==> src/rtl/dsp_coeff_loader_pkg.sv <==
// Shared definitions for the DSP coefficient loader: register map constants,
// status codes, loader state type and small arithmetic helpers.
package dsp_coeff_loader_pkg;

  localparam int unsigned FILTER_TAPS = 8;
  localparam logic [31:0] DSP_REGS_START_APB_ADDRESS = 32'h8C00_0100;

  localparam logic [1:0] LOAD_OK     = 2'd0;
  localparam logic [1:0] LOAD_SLVERR = 2'd1;
  localparam logic [1:0] LOAD_CKSUM  = 2'd2;

  typedef enum logic [2:0] {
    ST_IDLE    = 3'd0,
    ST_FETCH   = 3'd1,
    ST_WSETUP  = 3'd2,
    ST_WACCESS = 3'd3,
    ST_RSETUP  = 3'd4,
    ST_RACCESS = 3'd5,
    ST_DONE    = 3'd6,
    ST_ERROR   = 3'd7
  } loader_state_e;

  // Register address of coefficient idx; 32-bit wrap is intentional.
  function automatic logic [31:0] coeff_addr(input logic [31:0] base, input logic [31:0] idx);
    return base + {idx[29:0], 2'b00};
  endfunction

  function automatic logic [31:0] sum32(input logic [31:0] a, input logic [31:0] b);
    return a + b;
  endfunction

endpackage

==> src/rtl/dsp_coeff_loader_if.sv <==
// Coefficient stream plus APB initiator signals of the coefficient loader.
interface dsp_coeff_loader_if;

  logic [31:0] coeff_data_in;
  logic        coeff_valid_in;
  logic        coeff_ready_out;
  logic        psel_out;
  logic        penable_out;
  logic        pwrite_out;
  logic [31:0] paddr_out;
  logic [31:0] pwdata_out;
  logic [31:0] prdata_in;
  logic        pready_in;
  logic        pslverr_in;

  modport master (
    input  coeff_data_in, coeff_valid_in, prdata_in, pready_in, pslverr_in,
    output coeff_ready_out, psel_out, penable_out, pwrite_out, paddr_out, pwdata_out
  );

  modport slave (
    output coeff_data_in, coeff_valid_in, prdata_in, pready_in, pslverr_in,
    input  coeff_ready_out, psel_out, penable_out, pwrite_out, paddr_out, pwdata_out
  );

endinterface

==> src/rtl/dsp_coeff_loader.sv <==
// Streams NUM_COEFFS words into consecutive APB registers, then optionally reads
// them back and compares the readback sum with the running write checksum.
module dsp_coeff_loader
  import dsp_coeff_loader_pkg::*;
#(
  parameter int unsigned NUM_COEFFS = 4 * FILTER_TAPS,
  parameter logic [31:0] BASE_ADDR  = DSP_REGS_START_APB_ADDRESS,
  parameter bit          VERIFY     = 1'b1
) (
  input  logic                clk,
  input  logic                rst_n,
  input  logic                start_in,
  dsp_coeff_loader_if.master  bus,
  output logic                busy_out,
  output logic                done_out,
  output logic [1:0]          error_out,
  output logic [31:0]         checksum_out
);

  localparam int unsigned IDX_W = $clog2(NUM_COEFFS + 1);
  localparam logic [IDX_W-1:0] LAST_IDX = IDX_W'(NUM_COEFFS - 1);

  loader_state_e    state_q, state_d;
  logic [IDX_W-1:0] idx_q, idx_d;
  logic [31:0]      checksum_q, checksum_d;
  logic [31:0]      rsum_q, rsum_d;
  logic [1:0]       error_q, error_d;
  logic [31:0]      paddr_q, paddr_d;
  logic [31:0]      pwdata_q, pwdata_d;
  logic             psel_q, psel_d;
  logic             penable_q, penable_d;
  logic             pwrite_q, pwrite_d;
  logic             ready_q, ready_d;
  logic             busy_q, busy_d;
  logic             done_q, done_d;

  // Next-state, datapath updates and output decode of the next state.
  always_comb begin
    state_d    = state_q;
    idx_d      = idx_q;
    checksum_d = checksum_q;
    rsum_d     = rsum_q;
    error_d    = error_q;
    pwdata_d   = pwdata_q;

    case (state_q)
      ST_IDLE: begin
        if (start_in) begin
          checksum_d = 32'd0;
          rsum_d     = 32'd0;
          idx_d      = '0;
          error_d    = LOAD_OK;
          state_d    = ST_FETCH;
        end else begin
          state_d = ST_IDLE;
        end
      end
      ST_FETCH: begin
        if (bus.coeff_valid_in) begin
          pwdata_d   = bus.coeff_data_in;
          checksum_d = sum32(checksum_q, bus.coeff_data_in);
          state_d    = ST_WSETUP;
        end else begin
          state_d = ST_FETCH;
        end
      end
      ST_WSETUP: state_d = ST_WACCESS;
      ST_WACCESS: begin
        if (!bus.pready_in) begin
          state_d = ST_WACCESS;
        end else if (bus.pslverr_in) begin
          error_d = LOAD_SLVERR;
          state_d = ST_ERROR;
        end else if (idx_q == LAST_IDX) begin
          idx_d = '0;
          if (VERIFY) begin
            state_d = ST_RSETUP;
          end else begin
            state_d = ST_DONE;
          end
        end else begin
          idx_d   = idx_q + IDX_W'(1);
          state_d = ST_FETCH;
        end
      end
      ST_RSETUP: state_d = ST_RACCESS;
      // Readback: the final compare uses the sum including the current word.
      ST_RACCESS: begin
        if (!bus.pready_in) begin
          state_d = ST_RACCESS;
        end else if (bus.pslverr_in) begin
          error_d = LOAD_SLVERR;
          state_d = ST_ERROR;
        end else begin
          rsum_d = sum32(rsum_q, bus.prdata_in);
          if (idx_q == LAST_IDX) begin
            idx_d = '0;
            if (rsum_d == checksum_q) begin
              state_d = ST_DONE;
            end else begin
              error_d = LOAD_CKSUM;
              state_d = ST_ERROR;
            end
          end else begin
            idx_d   = idx_q + IDX_W'(1);
            state_d = ST_RSETUP;
          end
        end
      end
      ST_DONE:  state_d = ST_IDLE;
      ST_ERROR: state_d = ST_IDLE;
      default:  state_d = ST_IDLE;
    endcase

    ready_d   = (state_d == ST_FETCH);
    psel_d    = (state_d inside {ST_WSETUP, ST_WACCESS, ST_RSETUP, ST_RACCESS});
    penable_d = (state_d inside {ST_WACCESS, ST_RACCESS});
    pwrite_d  = (state_d inside {ST_WSETUP, ST_WACCESS});
    busy_d    = (state_d inside {ST_FETCH, ST_WSETUP, ST_WACCESS, ST_RSETUP, ST_RACCESS});
    done_d    = (state_d == ST_DONE);
    if (state_d inside {ST_WSETUP, ST_RSETUP}) begin
      paddr_d = coeff_addr(BASE_ADDR, 32'(idx_d));
    end else begin
      paddr_d = paddr_q;
    end
  end

  // State and registered outputs.
  always_ff @(posedge clk or negedge rst_n) begin
    if (!rst_n) begin
      state_q    <= ST_IDLE;
      idx_q      <= '0;
      checksum_q <= 32'd0;
      rsum_q     <= 32'd0;
      error_q    <= LOAD_OK;
      paddr_q    <= 32'd0;
      pwdata_q   <= 32'd0;
      psel_q     <= 1'b0;
      penable_q  <= 1'b0;
      pwrite_q   <= 1'b0;
      ready_q    <= 1'b0;
      busy_q     <= 1'b0;
      done_q     <= 1'b0;
    end else begin
      state_q    <= state_d;
      idx_q      <= idx_d;
      checksum_q <= checksum_d;
      rsum_q     <= rsum_d;
      error_q    <= error_d;
      paddr_q    <= paddr_d;
      pwdata_q   <= pwdata_d;
      psel_q     <= psel_d;
      penable_q  <= penable_d;
      pwrite_q   <= pwrite_d;
      ready_q    <= ready_d;
      busy_q     <= busy_d;
      done_q     <= done_d;
    end
  end

  assign bus.coeff_ready_out = ready_q;
  assign bus.psel_out        = psel_q;
  assign bus.penable_out     = penable_q;
  assign bus.pwrite_out      = pwrite_q;
  assign bus.paddr_out       = paddr_q;
  assign bus.pwdata_out      = pwdata_q;
  assign busy_out            = busy_q;
  assign done_out            = done_q;
  assign error_out           = error_q;
  assign checksum_out        = checksum_q;

endmodule
==> src/flat_wrapper.sv <==
// flat-port wrapper written by rule: the top's interface ports become plain ports
module dsp_coeff_loader_flat import dsp_coeff_loader_pkg::*;
#(
  parameter int unsigned NUM_COEFFS = 4 * FILTER_TAPS,
  parameter logic [31:0] BASE_ADDR  = DSP_REGS_START_APB_ADDRESS,
  parameter bit          VERIFY     = 1'b1
)
  (clk, rst_n, start_in, busy_out, done_out, error_out, checksum_out, bus_coeff_data_in, bus_coeff_valid_in, bus_prdata_in, bus_pready_in, bus_pslverr_in, bus_coeff_ready_out, bus_psel_out, bus_penable_out, bus_pwrite_out, bus_paddr_out, bus_pwdata_out);
  dsp_coeff_loader_if bus_i ();
  input  logic clk;
  input  logic rst_n;
  input  logic start_in;
  output logic busy_out;
  output logic done_out;
  output logic [1:0] error_out;
  output logic [31:0] checksum_out;
  input wire logic [$bits(bus_i.coeff_data_in)-1:0] bus_coeff_data_in;
  input wire logic [$bits(bus_i.coeff_valid_in)-1:0] bus_coeff_valid_in;
  input wire logic [$bits(bus_i.prdata_in)-1:0] bus_prdata_in;
  input wire logic [$bits(bus_i.pready_in)-1:0] bus_pready_in;
  input wire logic [$bits(bus_i.pslverr_in)-1:0] bus_pslverr_in;
  output wire logic [$bits(bus_i.coeff_ready_out)-1:0] bus_coeff_ready_out;
  output wire logic [$bits(bus_i.psel_out)-1:0] bus_psel_out;
  output wire logic [$bits(bus_i.penable_out)-1:0] bus_penable_out;
  output wire logic [$bits(bus_i.pwrite_out)-1:0] bus_pwrite_out;
  output wire logic [$bits(bus_i.paddr_out)-1:0] bus_paddr_out;
  output wire logic [$bits(bus_i.pwdata_out)-1:0] bus_pwdata_out;
  assign bus_i.coeff_data_in = bus_coeff_data_in;
  assign bus_i.coeff_valid_in = bus_coeff_valid_in;
  assign bus_i.prdata_in = bus_prdata_in;
  assign bus_i.pready_in = bus_pready_in;
  assign bus_i.pslverr_in = bus_pslverr_in;
  assign bus_coeff_ready_out = bus_i.coeff_ready_out;
  assign bus_psel_out = bus_i.psel_out;
  assign bus_penable_out = bus_i.penable_out;
  assign bus_pwrite_out = bus_i.pwrite_out;
  assign bus_paddr_out = bus_i.paddr_out;
  assign bus_pwdata_out = bus_i.pwdata_out;
  dsp_coeff_loader #(.NUM_COEFFS(NUM_COEFFS), .BASE_ADDR(BASE_ADDR), .VERIFY(VERIFY)) u_core (.clk(clk), .rst_n(rst_n), .start_in(start_in), .bus(bus_i), .busy_out(busy_out), .done_out(done_out), .error_out(error_out), .checksum_out(checksum_out));
endmodule
==> config.mk <==
export PLATFORM = sky130hd
export DESIGN_NAME = dsp_coeff_loader_flat
export DESIGN_NICKNAME = d
export VERILOG_FILES = /design/src/rtl/dsp_coeff_loader_pkg.sv /design/src/rtl/dsp_coeff_loader_if.sv /design/src/rtl/dsp_coeff_loader.sv /design/src/flat_wrapper.sv
export SDC_FILE = /design/constraint.sdc
export NUM_CORES = 1
export LEC_CHECK = 0
export BUFFER_PORTS_ARGS = -buffer_cell sky130_fd_sc_hd__buf_4
export CORE_ASPECT_RATIO = 0.9
export CORE_MARGIN = 2
export CORE_UTILIZATION = 55
export DETAILED_ROUTE_END_ITERATION = 8
export PLACE_DENSITY_LB_ADDON = 0.3
export SLEW_MARGIN = 20
export SYNTH_ARGS = -nofsm -noshare
export SYNTH_HDL_FRONTEND = slang
export SYNTH_SLANG_ARGS = --single-unit
==> constraint.sdc <==
create_clock -name clk -period 6.8 [get_ports clk]
set_clock_uncertainty 0.2 [all_clocks]
set_input_delay 0.34 -clock clk [delete_from_list [all_inputs] [get_ports clk]]
set_output_delay 0.34 -clock clk [all_outputs]
set_load 0.02 [all_outputs]
==> results_dict.tcl <==
set metrics [dict create \
    crit_end "u_core.error_out[0]$_DFFE_PN0P_" \
    crit_path_start "u_core.rsum_q[0]$_DFFE_PN0P_" \
    diodes 0 \
    finalHoldViolations 0 \
    areaGrowthSynthToFinish_pct 20.9 \
    yosysSeqAreaShare 0.311 \
    fp-row-count 45 \
    cts_buffers 17 \
    die_x_um 144 \
    dieHeight_um 130 \
    antenna_found_initial 0 \
    cp-end-kind "register" \
    timing.max_slew.rel_slack 0.311 \
    gp_congestion 0.940 \
    fin_tns_setup_ns 0 \
    instances_no_fill 1564 \
    critPathMaxFanout 2 \
    numPortBuffers 151 \
    clk_path_buf_depth 2 \
    power.internal_mw 2.95 \
    p_leak_nw 5.55 \
    insertion_delay_ns 0.43 \
    design.core.area_mm2 0.0170 \
    vias_per_cell 6.08 \
    ctsResizeCount 0 \
    grt_max_degree 69 \
    ys.flop_type "dfrtp_1" \
    vias 9502 \
    nNetsFinal 1451 \
    cts_tree "yes" \
    r2r_cells 14 \
    drc_errors 0 \
    cts_root_buffer "clkbuf_16" \
    cts_hold_buf 33 \
    p_sw_frac 0.488 \
    hold_ws_ns 0.0293 \
    grt_remaining_overflow 0 \
    ios 174 \
    power_frac_comb 0.613 \
    crit_type "register to register" \
    status "finished clean" \
    ant_nets 0 \
    rsz0062_at_grt "no" \
    reg2reg_to "u_core.error_out[0]$_DFFE_PN0P_" \
    start_kind "register" \
    slew_violations 0 \
    cap_violations 0 \
    worstPathRequired_ns 6.92 \
    hpwlAfterDp_um 21300 \
    wire_per_inst_um 18.4 \
    path_clk_slew_ns 0.06 \
    drt_wl_total_um 28800 \
    p_clk_frac 0.154 \
    post_cts_buffers 0 \
    dieArea_mm2 0.0186 \
    dr.first_iter.drc_count 974 \
    place_inst 1499 \
    synth_area_per_cell_um2 8.26 \
    grt_pass1_vias 9019 \
    start_util 0.567 \
    cellPowerDensity_mw_per_mm2 493 \
    hp-class "input pin to register" \
    synth_warnings 0 \
    ir_worst_vdd_uv 340 \
    syn_area_mm2 0.00965 \
    synth_edf_count 0 \
    power.net_switching_mw 2.81 \
    cts_max_level 4 \
    grt_pass1_wl_um 46300 \
    synth_cells 1168 \
    seqPwrFrac 0.233 \
    fin_crit_sh 0.629 \
    cts_sinks 120 \
    tightest_slew_ns 1.03 \
    grt.total_usage 0.316 \
    ys_seq_elements 120 \
    setup_viol 0 \
    ys_types 89 \
    firstDrtPassIters 5 \
    arrival_ns 4.39 \
    synthArstFlopShare 1.00 \
    max_freq_mhz 234 \
    r2r_setup_slack_ns 2.52 \
    layout-drive-gt1-share 0.171 \
    r2r_start "u_core.rsum_q[0]$_DFFE_PN0P_" \
    min_period_ns 4.28 \
]
## per-layer routing
metal / track usage / vias up / share of wire
met1: 0.448 / 4521 / 0.45
met2: 0.490 / 445 / 0.44
met4: 0.0952 / 0 / 0.023
met5: 0 / - / 0
met3: 0.0665 / 50 / 0.090
li1: - / 4486 / -
## final cells by class
type                    count  area (um2)
clock buffers              17         425
clock inverters            15         144
fillers                  1427        5340
inverters                  26        97.6
multi-input cells         963        6210
flip-flops and latches    120        3000
well taps                 235         294
repair buffers            188        1490
## worst max-delay path, stage by stage (launching register included)
cell and delay (ns):
dfrtp_1 0.38, ha_1 0.21, inv_1 0.07, fa_1 0.43, xnor2_1 0.14, nor4_1 0.39
o21ai_0 0.16, or4_1 0.41, or4_1 0.42, nor4_1 0.31, nand4_1 0.19, nor4_2 0.36
and4b_1 0.25, o211ai_1 0.10, o211a_1 0.14
## state kept, by name (all words and copies together), names as in the netlist
register and count:
u_core.bus.coeff_ready_out 1, u_core.bus.paddr_out 7, u_core.bus.penable_out 1, u_core.bus.psel_out 1, u_core.bus.pwdata_out 32, u_core.bus.pwrite_out 1, u_core.busy_out 1, u_core.checksum_out 32
u_core.done_out 1, u_core.error_out 2, u_core.idx_q 6, u_core.rsum_q 32, u_core.state_q 3
## placed cells by master, fill, tap and decap left out, drive strengths merged, types with 6 or more instances in the layout
cell         Yosys  layout
nand2          220     220
buf             50     155
dfrtp          120     120
o21ai           99      99
a21oi           77      77
ha              63      63
nor2            61      61
xnor2           43      43
a21o            34      34
dlygate4sd3      0      33
inv             26      33
xor2            30      30
nand3           25      25
conb             1      22
nor3            19      19
a211oi          18      18
clkbuf          30      17
o21a            14      14
nand4           14      14
o31ai           13      13
nor4            13      13
o21bai          12      12
nand2b          12      12
mux2            11      11
a22o            11      11
and3             9       9
or2              9       9
o211ai           9       9
nor2b            8       8
a31oi            8       8
o22ai            7       7
and2             7       7
or4              6       6
and4             6       6
## power by group through the flow
stage / clock [mW] / sequential (mW) / combinational, mW
floorplan: 0 / 1.44 / 2.30
global placement: 0 / 1.32 / 3.37
finish: 0.886 / 1.34 / 3.53
CTS: 0.893 / 1.32 / 3.47
global route: 0.926 / 1.37 / 3.87
detailed placement: 0 / 1.33 / 3.43
## how the worst min path moves through the flow
stage | startpoint | endpoint | slack [ns] | cells past startpoint
floorplan | rst_n | u_core.bus.coeff_ready_out$_DFF_PN0_ | -0.16 | 0
global placement | rst_n | u_core.rsum_q[12]$_DFFE_PN0P_ | 0.22 | 1
detailed placement | rst_n | u_core.rsum_q[12]$_DFFE_PN0P_ | 0.21 | 1
CTS | start_in | u_core.state_q[0]$_DFF_PN0_ | 0.02 | 3
global route | start_in | u_core.state_q[0]$_DFF_PN0_ | 0.06 | 3
finish | start_in | u_core.state_q[0]$_DFF_PN0_ | 0.03 | 3
## synth_stat cells (all sizes together) (6+ instances only)
master    n  area share
nand2   220       0.086
dfrtp   120        0.31
o21ai    99       0.052
a21oi    77       0.041
ha       63       0.082
nor2     61       0.024
buf      50       0.033
xnor2    43       0.039
a21o     34       0.026
clkbuf   30       0.012
xor2     30       0.027
inv      26       0.010
nand3    25       0.013
nor3     19      0.0099
a211oi   18       0.016
nand4    14      0.0091
o21a     14       0.011
nor4     13      0.0091
o31ai    13       0.010
nand2b   12      0.0078
o21bai   12      0.0093
a22o     11       0.010
mux2     11       0.013
and3      9      0.0058
o211ai    9      0.0089
or2       9      0.0061
a31oi     8      0.0074
nor2b     8      0.0060
and2      7      0.0045
o22ai     7      0.0045
and4      6      0.0057
or4       6      0.0047
## metrics by stage
stage / area, um2 / total power [mW] / util / worst slack, ns
after global routing: 11700 / 6.17 / 0.686 / 2.29
after floorplan: 9730 / 3.74 / - / 3.09
after detailed placement: 10800 / 4.76 / 0.633 / 2.50
after global placement: 10800 / 4.69 / 0.633 / 2.56
after CTS: 11700 / 5.68 / 0.686 / 2.58
final: 11700 / 5.75 / 0.686 / 2.52
## logic make-up after synthesis
logic type	count (synthesis)	share of synthesized area
AOI/OAI and AO/OA	349	0.240
xor gates and xnor gates	78	0.0782
adders and majority gates	65	0.0859
buffers and inverters	106	0.0546
DFF	120	0.311
muxes	14	0.0160
other	1	0.000389
and+or+nand+nor	435	0.213
Power figures use the tool's default switching activity.
